### config.mk
export PLATFORM = sky130hd
export DESIGN_NAME = hid_keycode_extract
export DESIGN_NICKNAME = d
export VERILOG_FILES = /design/src/rtl/hid_keycode_extract.sv
export SDC_FILE = /design/constraint.sdc
export NUM_CORES = 1
export LEC_CHECK = 0
export BUFFER_PORTS_ARGS = -buffer_cell sky130_fd_sc_hd__buf_2
export CAP_MARGIN = 30
export CORE_MARGIN = 5
export CORE_UTILIZATION = 50
export CTS_CLUSTER_SIZE = 24
export DETAILED_ROUTE_END_ITERATION = 16
export HOLD_SLACK_MARGIN = 0.05
export PLACE_DENSITY = 0.75
export SYNTH_ARGS = -nofsm -noshare
export SYNTH_HDL_FRONTEND = slang
export SYNTH_SLANG_ARGS = --single-unit
### constraint.sdc
create_clock -name Clk -period 2 [get_ports Clk]
set_input_delay 0.1 -clock Clk [delete_from_list [all_inputs] [get_ports Clk]]
set_output_delay 0.1 -clock Clk [all_outputs]
set_load 0.01 [all_outputs]
### src/rtl/hid_keycode_extract.sv
// Reduces an 8-byte USB HID boot-protocol keyboard report to one keycode plus modifiers.
// Optional build macro HID_WASD_FILTER_EN limits selection to the W/A/S/D keycodes.
module hid_keycode_extract #(
    parameter int REPORT_BYTES   = 8,
    parameter int TIMEOUT_CYCLES = 1024
) (
    input  logic       Clk,
    input  logic       Reset,
    input  logic [7:0] rx_data,
    input  logic       rx_valid,
    input  logic       rx_sop,
    output logic       rx_ready,
    output logic [7:0] keycode,
    output logic [7:0] modifiers,
    output logic       key_update,
    output logic       report_err
);

    localparam int CNT_W = $clog2(REPORT_BYTES + 1);
    localparam int IDX_W = $clog2(REPORT_BYTES);
    localparam int TMR_W = (TIMEOUT_CYCLES > 1) ? $clog2(TIMEOUT_CYCLES) : 1;

    localparam logic [CNT_W-1:0] CNT_ONE  = CNT_W'(1);
    localparam logic [CNT_W-1:0] CNT_LAST = CNT_W'(REPORT_BYTES - 1);
    localparam logic [CNT_W-1:0] CNT_FULL = CNT_W'(REPORT_BYTES);
    localparam logic [TMR_W-1:0] TMR_ONE  = TMR_W'(1);
    localparam logic [TMR_W-1:0] TMR_LAST = TMR_W'(TIMEOUT_CYCLES - 1);

    typedef enum logic [1:0] {
        ST_IDLE    = 2'd0,
        ST_COLLECT = 2'd1,
        ST_COMMIT  = 2'd2
    } state_t;

    state_t           state_q, state_d;
    logic [CNT_W-1:0] cnt_q, cnt_d;
    logic [TMR_W-1:0] timer_q, timer_d;
    logic [7:0]       report_q [REPORT_BYTES];
    logic [7:0]       report_d [REPORT_BYTES];

    // Evaluation stage: results latched on leaving COMMIT, applied one edge later.
    logic             commit_q, commit_d;
    logic             rollover_q, rollover_d;
    logic [7:0]       sel_q, sel_d;
    logic [7:0]       mod_q, mod_d;

    logic [7:0]       keycode_q, keycode_d;
    logic [7:0]       modifiers_q, modifiers_d;
    logic             key_update_q, key_update_d;
    logic             report_err_q, report_err_d;

    logic             xfer;
    logic [IDX_W-1:0] wr_idx;
    logic [7:0]       sel_key;
    logic             sel_found;

    logic [REPORT_BYTES-1:2] key_elig;
    logic [REPORT_BYTES-1:2] key_roll;

    assign rx_ready = ~Reset & (state_q != ST_COMMIT);
    assign xfer     = rx_valid & rx_ready;
    assign wr_idx   = cnt_q[IDX_W-1:0];

    // Per key-slot classification of the shadow report.
    genvar gi;
    generate
        for (gi = 2; gi < REPORT_BYTES; gi++) begin : g_key
            assign key_roll[gi] = (report_q[gi] == 8'h01);
`ifdef HID_WASD_FILTER_EN
            assign key_elig[gi] = (report_q[gi] == 8'h1A) || (report_q[gi] == 8'h16) ||
                                  (report_q[gi] == 8'h07) || (report_q[gi] == 8'h04);
`else
            assign key_elig[gi] = (report_q[gi] > 8'h03);
`endif
        end
    endgenerate

    // Lowest-index eligible key wins.
    always_comb begin
        sel_key   = 8'h00;
        sel_found = 1'b0;
        for (int i = 2; i < REPORT_BYTES; i++) begin
            if (!sel_found && key_elig[i]) begin
                sel_key   = report_q[i];
                sel_found = 1'b1;
            end
        end
    end

    always_comb begin
        state_d      = state_q;
        cnt_d        = cnt_q;
        timer_d      = timer_q;
        report_d     = report_q;
        commit_d     = 1'b0;
        rollover_d   = rollover_q;
        sel_d        = sel_q;
        mod_d        = mod_q;
        keycode_d    = keycode_q;
        modifiers_d  = modifiers_q;
        key_update_d = 1'b0;
        report_err_d = 1'b0;

        case (state_q)
            ST_IDLE: begin
                timer_d = '0;
                if (xfer && rx_sop) begin
                    report_d[0] = rx_data;
                    cnt_d       = CNT_ONE;
                    state_d     = ST_COLLECT;
                end
            end

            ST_COLLECT: begin
                if (xfer) begin
                    timer_d = '0;
                    if (rx_sop) begin
                        // Short report: drop it and restart on this byte.
                        report_err_d = 1'b1;
                        report_d[0]  = rx_data;
                        cnt_d        = CNT_ONE;
                    end else begin
                        report_d[wr_idx] = rx_data;
                        if (cnt_q >= CNT_LAST) begin
                            cnt_d   = CNT_FULL;
                            state_d = ST_COMMIT;
                        end else begin
                            cnt_d = cnt_q + CNT_ONE;
                        end
                    end
                end else if (timer_q == TMR_LAST) begin
                    report_err_d = 1'b1;
                    timer_d      = '0;
                    cnt_d        = '0;
                    state_d      = ST_IDLE;
                end else begin
                    timer_d = timer_q + TMR_ONE;
                end
            end

            ST_COMMIT: begin
                commit_d   = 1'b1;
                rollover_d = |key_roll;
                sel_d      = sel_key;
                mod_d      = report_q[0];
                cnt_d      = '0;
                state_d    = ST_IDLE;
            end

            default: begin
                state_d = ST_IDLE;
            end
        endcase

        // Never overlaps a framing error: the FSM is in IDLE on this cycle.
        if (commit_q) begin
            if (rollover_q) begin
                report_err_d = 1'b1;
            end else begin
                key_update_d = 1'b1;
                keycode_d    = sel_q;
                modifiers_d  = mod_q;
            end
        end
    end

    always_ff @(posedge Clk) begin
        if (Reset) begin
            state_q      <= ST_IDLE;
            cnt_q        <= '0;
            timer_q      <= '0;
            commit_q     <= 1'b0;
            rollover_q   <= 1'b0;
            sel_q        <= 8'h00;
            mod_q        <= 8'h00;
            keycode_q    <= 8'h00;
            modifiers_q  <= 8'h00;
            key_update_q <= 1'b0;
            report_err_q <= 1'b0;
            for (int i = 0; i < REPORT_BYTES; i++) begin
                report_q[i] <= 8'h00;
            end
        end else begin
            state_q      <= state_d;
            cnt_q        <= cnt_d;
            timer_q      <= timer_d;
            commit_q     <= commit_d;
            rollover_q   <= rollover_d;
            sel_q        <= sel_d;
            mod_q        <= mod_d;
            keycode_q    <= keycode_d;
            modifiers_q  <= modifiers_d;
            key_update_q <= key_update_d;
            report_err_q <= report_err_d;
            report_q     <= report_d;
        end
    end

    assign keycode    = keycode_q;
    assign modifiers  = modifiers_q;
    assign key_update = key_update_q;
    assign report_err = report_err_q;

endmodule

## After elaboration in Yosys (flattened, before gate mapping)

Index checks and enable logic that the tools add are counted.

- Reduce and logical (&&, ||, !) cells: 22
- $add $sub $neg: 2
- Multiply operators: 0
- Divide/modulo/power cells: 0
- Equality and inequality tests: 15
- Bitwise operators: 7
- Shift-type cells: 0
- Order comparisons: 9
- Muxes and demuxes: 42

Operators with widths:

| operator | count |
|---|---|
| 2-to-1 mux 8 bit | 9 |
| bitwise mux 64 bit | 1 |
| 2-to-1 mux 64 bit | 1 |
| 2-to-1 mux 56 bit | 1 |
| == test 8 x 1 -> 1 bit, second input constant | 6 |
| greater-than comparator 8 x 2 -> 1 bit, second input constant | 6 |
| demux 8 bit (select 3 bit) | 1 |
| 2-to-1 mux 10 bit | 2 |
| 2-to-1 mux 4 bit | 5 |
| case mux 10 bit (2 select lines) | 1 |
| case mux 8 bit (2 select lines) | 1 |
| 2-to-1 mux 1 bit | 13 |
| case mux 4 bit (3 select lines) | 1 |
| adder 10 x 1 -> 10 bit, second input constant | 1 |
| == test 10 bit, second input constant | 1 |
| 2-to-1 mux 2 bit | 5 |
| inequality test 3 bit, second input constant | 3 |
| AND reduction 3 bit | 3 |
| logical AND 1 bit | 7 |
| inequality test 2 bit, second input constant | 3 |
| OR reduction 6 bit | 1 |
| logical NOT 1 bit | 5 |
| adder 4 x 1 -> 4 bit, second input constant | 1 |
| greater-or-equal comparator 4 x 3 -> 1 bit, second input constant | 1 |
| 14 further kinds | 18 |

- Register bits: 116
- RAM bits: 0
- Output and inout port bits: 19
- Memories: 0
- Bits in read-only memories: 0
- Input bits: 12
- Bits in latches: 0
- Word-level logic and storage cells: 116

## Logic depth before layout (Yosys ltp)

- Depth after elaboration: 17
- Mapped depth: 9
- Gate-level depth less buffers: 8

## Worst setup path after synthesis

OpenSTA, ideal clock, no wires.

- Kind: register -> register
- From: reg state_q[0]
- To: reg cnt_q[1]
- Data arrival time: 1849 ps
- Data required time: 1872 ps
- Period minus slack after synthesis: 1976 ps
- Stages on the path, launching flop included: 9
- Library setup time: 128 ps
- Setup slack: 24 ps
- Path buffers: 0
- Cell sequence: dfxtp_1 inv_1 ha_1 or3b_2 o311ai_4 nand2_1 nor2_4 mux2i_1 nor2_1

- Longest elaborated chain between the ends: 6
- Elaborated cells on any way between the ends: 13
- Classes of those cells: eq/ne: 5; mux: 2; bitwise: 2; reduce/logical: 4

Ends and longest elaborated chain:

| what | line | text |
|---|---|---|
| from (decl) | 35 | `state_t state_q, state_d;` |
| from (signal assigned) | 184 | `state_q <= state_d;` |
| inequality test 2 bit | 60 | `assign rx_ready = ~Reset & (state_q != ST_COMMIT);` |
| AND 1 bit | 60 |  |
| AND 1 bit | 61 | `assign xfer = rx_valid & rx_ready;` |
| logical AND 1 bit | 107 | `if (xfer && rx_sop) begin` |
| inequality test 2 bit (no source line) | -- |  |
| AND reduction 3 bit (no source line) | -- |  |
| to (signal assigned) | 185 | `cnt_q <= cnt_d;` |
| to (decl) | 36 | `logic [CNT_W-1:0] cnt_q, cnt_d;` |

Parallel ways exist; a longest one is shown, timed or not.
A chain may end at the register's enable or synchronous reset.

## Final worst setup path

- From: reg report_q[5] in the netlist's numbering
- To: reg sel_q[5]

- Longest elaborated chain between the ends: 3

Ends and longest elaborated chain:

| what | line | text |
|---|---|---|
| from (decl) | 38 | `logic [7:0] report_q [REPORT_BYTES];` |
| from (signal assigned) | 195 | `report_q <= report_d;` |
| greater-than comparator 8 x 2 -> 1 bit | 73 | `assign key_elig[gi] = (report_q[gi] > 8'h03);` |
| logical AND 1 bit | 83 | `if (!sel_found && key_elig[i]) begin` |
| 2-to-1 mux 8 bit (*) | 83 |  |
| to (signal assigned) | 189 | `sel_q <= sel_d;` |
| to (decl) | 44 | `logic [7:0] sel_q, sel_d;` |

Every way passes the cells marked *; elsewhere a longest branch is shown, timed or not.

==> reports/qor.txt <==
status -> finished, violations left
failing checks -> negative setup slack
Leakage -> 0.00224 uW
clock slew at reported path FFs -> 0.11 ns
Primary FF master, synth -> dfxtp_1
fin util -> 0.591
met3 GRT Util -> 0.0372
Tmin final -> 2.02 ns
Synth Register Bits -> 108
IO buf count -> 30
Worst EP required -> 2.25 ns
asr flop ratio synth -> 0
largest net degree at the start of global routing -> 54
H-tree Lvls -> 3
met1 Usage GRT -> 0.266
synthesized area per cell -> 9.06 um^2
Max stage delay cell, worst path -> or4_4
GR Util All Layers -> 0.196
max cap viols -> 0
CP Max Fanout -> 7
sequential share of the synthesized area -> 0.455
Achievable Freq -> 495 MHz
WS Path Type -> reg -> reg
drt drc -> 0
max-slew violations -> 0
final setup margin -> -0.0192 ns
final net count -> 583
die height -> 107 um
Congestion Overflow GR -> 0
vias in the first global route -> 3,708
WL/cell -> 15.7 um
clock buffer count from CTS -> 9
CTS Buffer Depth -> 2
# IOs -> 31
Hold Path Class -> in -> reg
Yosys cell types -> 56
Routed WL -> 11,000 um
Fill cells -> 804
Core Region -> 9240 um^2
Yosys top cell by area -> dfxtp_1
global-route wire length before repair -> 18,300 um
setup TNS -> -0.0225 ns
Ys Warns -> 0
Die W -> 107 um
Initial Util -> 0.514
final setup vio count -> 2
drt pass-1 iters -> 5
TritonCTS clock tree -> built
Post-synth EDFFs -> 0
# hold bufs at CTS -> 0
initial DRC count -> 273
Final Hold Violating Endpoints -> 0
cell at the root of the clock tree -> clkbuf_8
Vias -> 3,898
met2 Track Usage GR -> 0.313
unrepaired setup endpoints after global routing -> yes
Clk Latency, worst-skew pair -> 0.38 ns
Routability Congestion -> 0.959
crit start category -> flop
clock sink count -> 108
busiest grt layer -> met2
CP Cell Sequence -> or4_4 > nor3_4 > nor4_4 > buf_4 > a2111oi_4 > nor3_1
CP arrival -> 2.27 ns
Syn Inst Count -> 524
Clock Skew -> 0.0169 ns
Die ar. -> 11,500 um^2
worst slew pin tran -> 0.610 ns
Period Utilization, post-route -> 1.01
DR vias/cell -> 5.58
most numerous cell in the Yosys netlist -> dfxtp_1
max-slew headroom at the worst pin -> 0.593
synth top area cells -> dfxtp_1 (46%), mux2i_1 (14%), nor2_1 (8.1%)
syn_nets -> 542
share of cells above drive strength 1 -> 0.182
Setup crit end kind -> flop
Mapped Area -> 4750 um^2
Post-synth top cells -> dfxtp_1 (108), nor2_1 (102), mux2i_1 (68)
Synth top area share -> 0.455
n_diodes -> 0
antenna violations before repair -> 0
Pwr per Cell Area -> 866 nW/um^2
Peak supply drop -> 0.463 mV
Rows -> 35
crit-path max cell delay -> 0.55 ns
post-route ant nets -> 0
HPWL Detailed -> 7780 um
synth-to-layout area growth -> 15.1%
placed cells by master (no fill, tap or decap), drive strengths merged, types with 8 or more instances in the layout:
master,instances
nand3,10
nor4,9
mux2i,68
nor2,106
dfxtp,108
o21ai,12
buf,54
a21oi,36
inv,16
nand2,51
clkbuf,10
nor3,8
worst max-delay path: cells and delay by family, from the launching register on:
kind / cells / cell delay (ns)
simple gates: 4 / 0.96
compound gates: 1 / 0.38
flops: 1 / 0.38
buf+inv: 1 / 0.17
repair_timing:
item	in CTS	in global routing
buffers inserted	0	5
cloned	0	0
endpoints found under the setup margin	21	46
resized for setup	5	19
pin swaps	0	10
worst paths after layout:
check / startpoint / end / slack (ns) / cells after the start
max: report_q[5]$_SDFFE_PP0P_ / sel_q[5]$_SDFFE_PP0P_ / -0.02 / 6
min: rx_data[0] / report_q[40]$_SDFFE_PP0P_ / 0.08 / 3
max reg2reg: report_q[5]$_SDFFE_PP0P_ / sel_q[5]$_SDFFE_PP0P_ / -0.02 / 6
min reg2reg: modifiers[2]$_SDFFE_PP0P_ / modifiers[2]$_SDFFE_PP0P_ / 0.46 / 2
cell type report:
cell class	count	area (um^2)	area share
Inverter	12	45.0	0.00824
Tap cell	129	161	0.0295
Multi-Input combinational cell	380	2540	0.466
Timing Repair Buffer	54	359	0.0657
Clock inverter	6	52.6	0.00962
Clock buffer	10	138	0.0252
Sequential cell	108	2160	0.396
cell families (layout without fill, tap and decap cells):
logic type               Yosys count  in the layout  synth area share
buffers and inverters             36             82            0.0316
AO/OA/AOI/OAI                     83             83             0.113
XOR/XNOR                           5              5           0.00922
flip-flops                       108            108             0.455
AND/OR/NAND/NOR                  218            218             0.231
adder cells (fa/ha/maj)            6              6            0.0158
multiplexers                      68             68             0.143
metal layers:
layer / wire (um) / share of wire
met5: 0 / 0
met4: 261 / 0.024
met3: 518 / 0.047
met2: 5130 / 0.47
met1: 5070 / 0.46
report_power, final:
group          total (uW)  internal, uW  switching, uW
Clock                1300           512            786
Combinational        1120           451            666
Sequential           2320          2240           76.4
Total                4730          3210           1530
registers in the layout (all words and copies together) (netlist names):
register    cells
keycode         8
cnt_q           4
sel_q           8
report_err      1
modifiers       8
report_q       56
state_q         2
key_update      1
timer_q        10
commit_q        1
mod_q           8
rollover_q      1
through the flow:
step | cells | total power, uW | area [um^2] | worst slack (ns) | hold slack [ns]
floorplan | 524 | 3080 | 4750 | 0.0235 | 0.244
global placement | 678 | 3350 | 5110 | -0.0727 | 0.440
detailed placement | 678 | 3380 | 5110 | -0.0748 | 0.447
CTS | 694 | 4680 | 5330 | 0.0240 | 0.0688
global route | 699 | 5010 | 5470 | -0.156 | 0.0858
finish | 699 | 4730 | 5470 | -0.0192 | 0.0804
No activity file was read; power rests on OpenSTA's default activity.
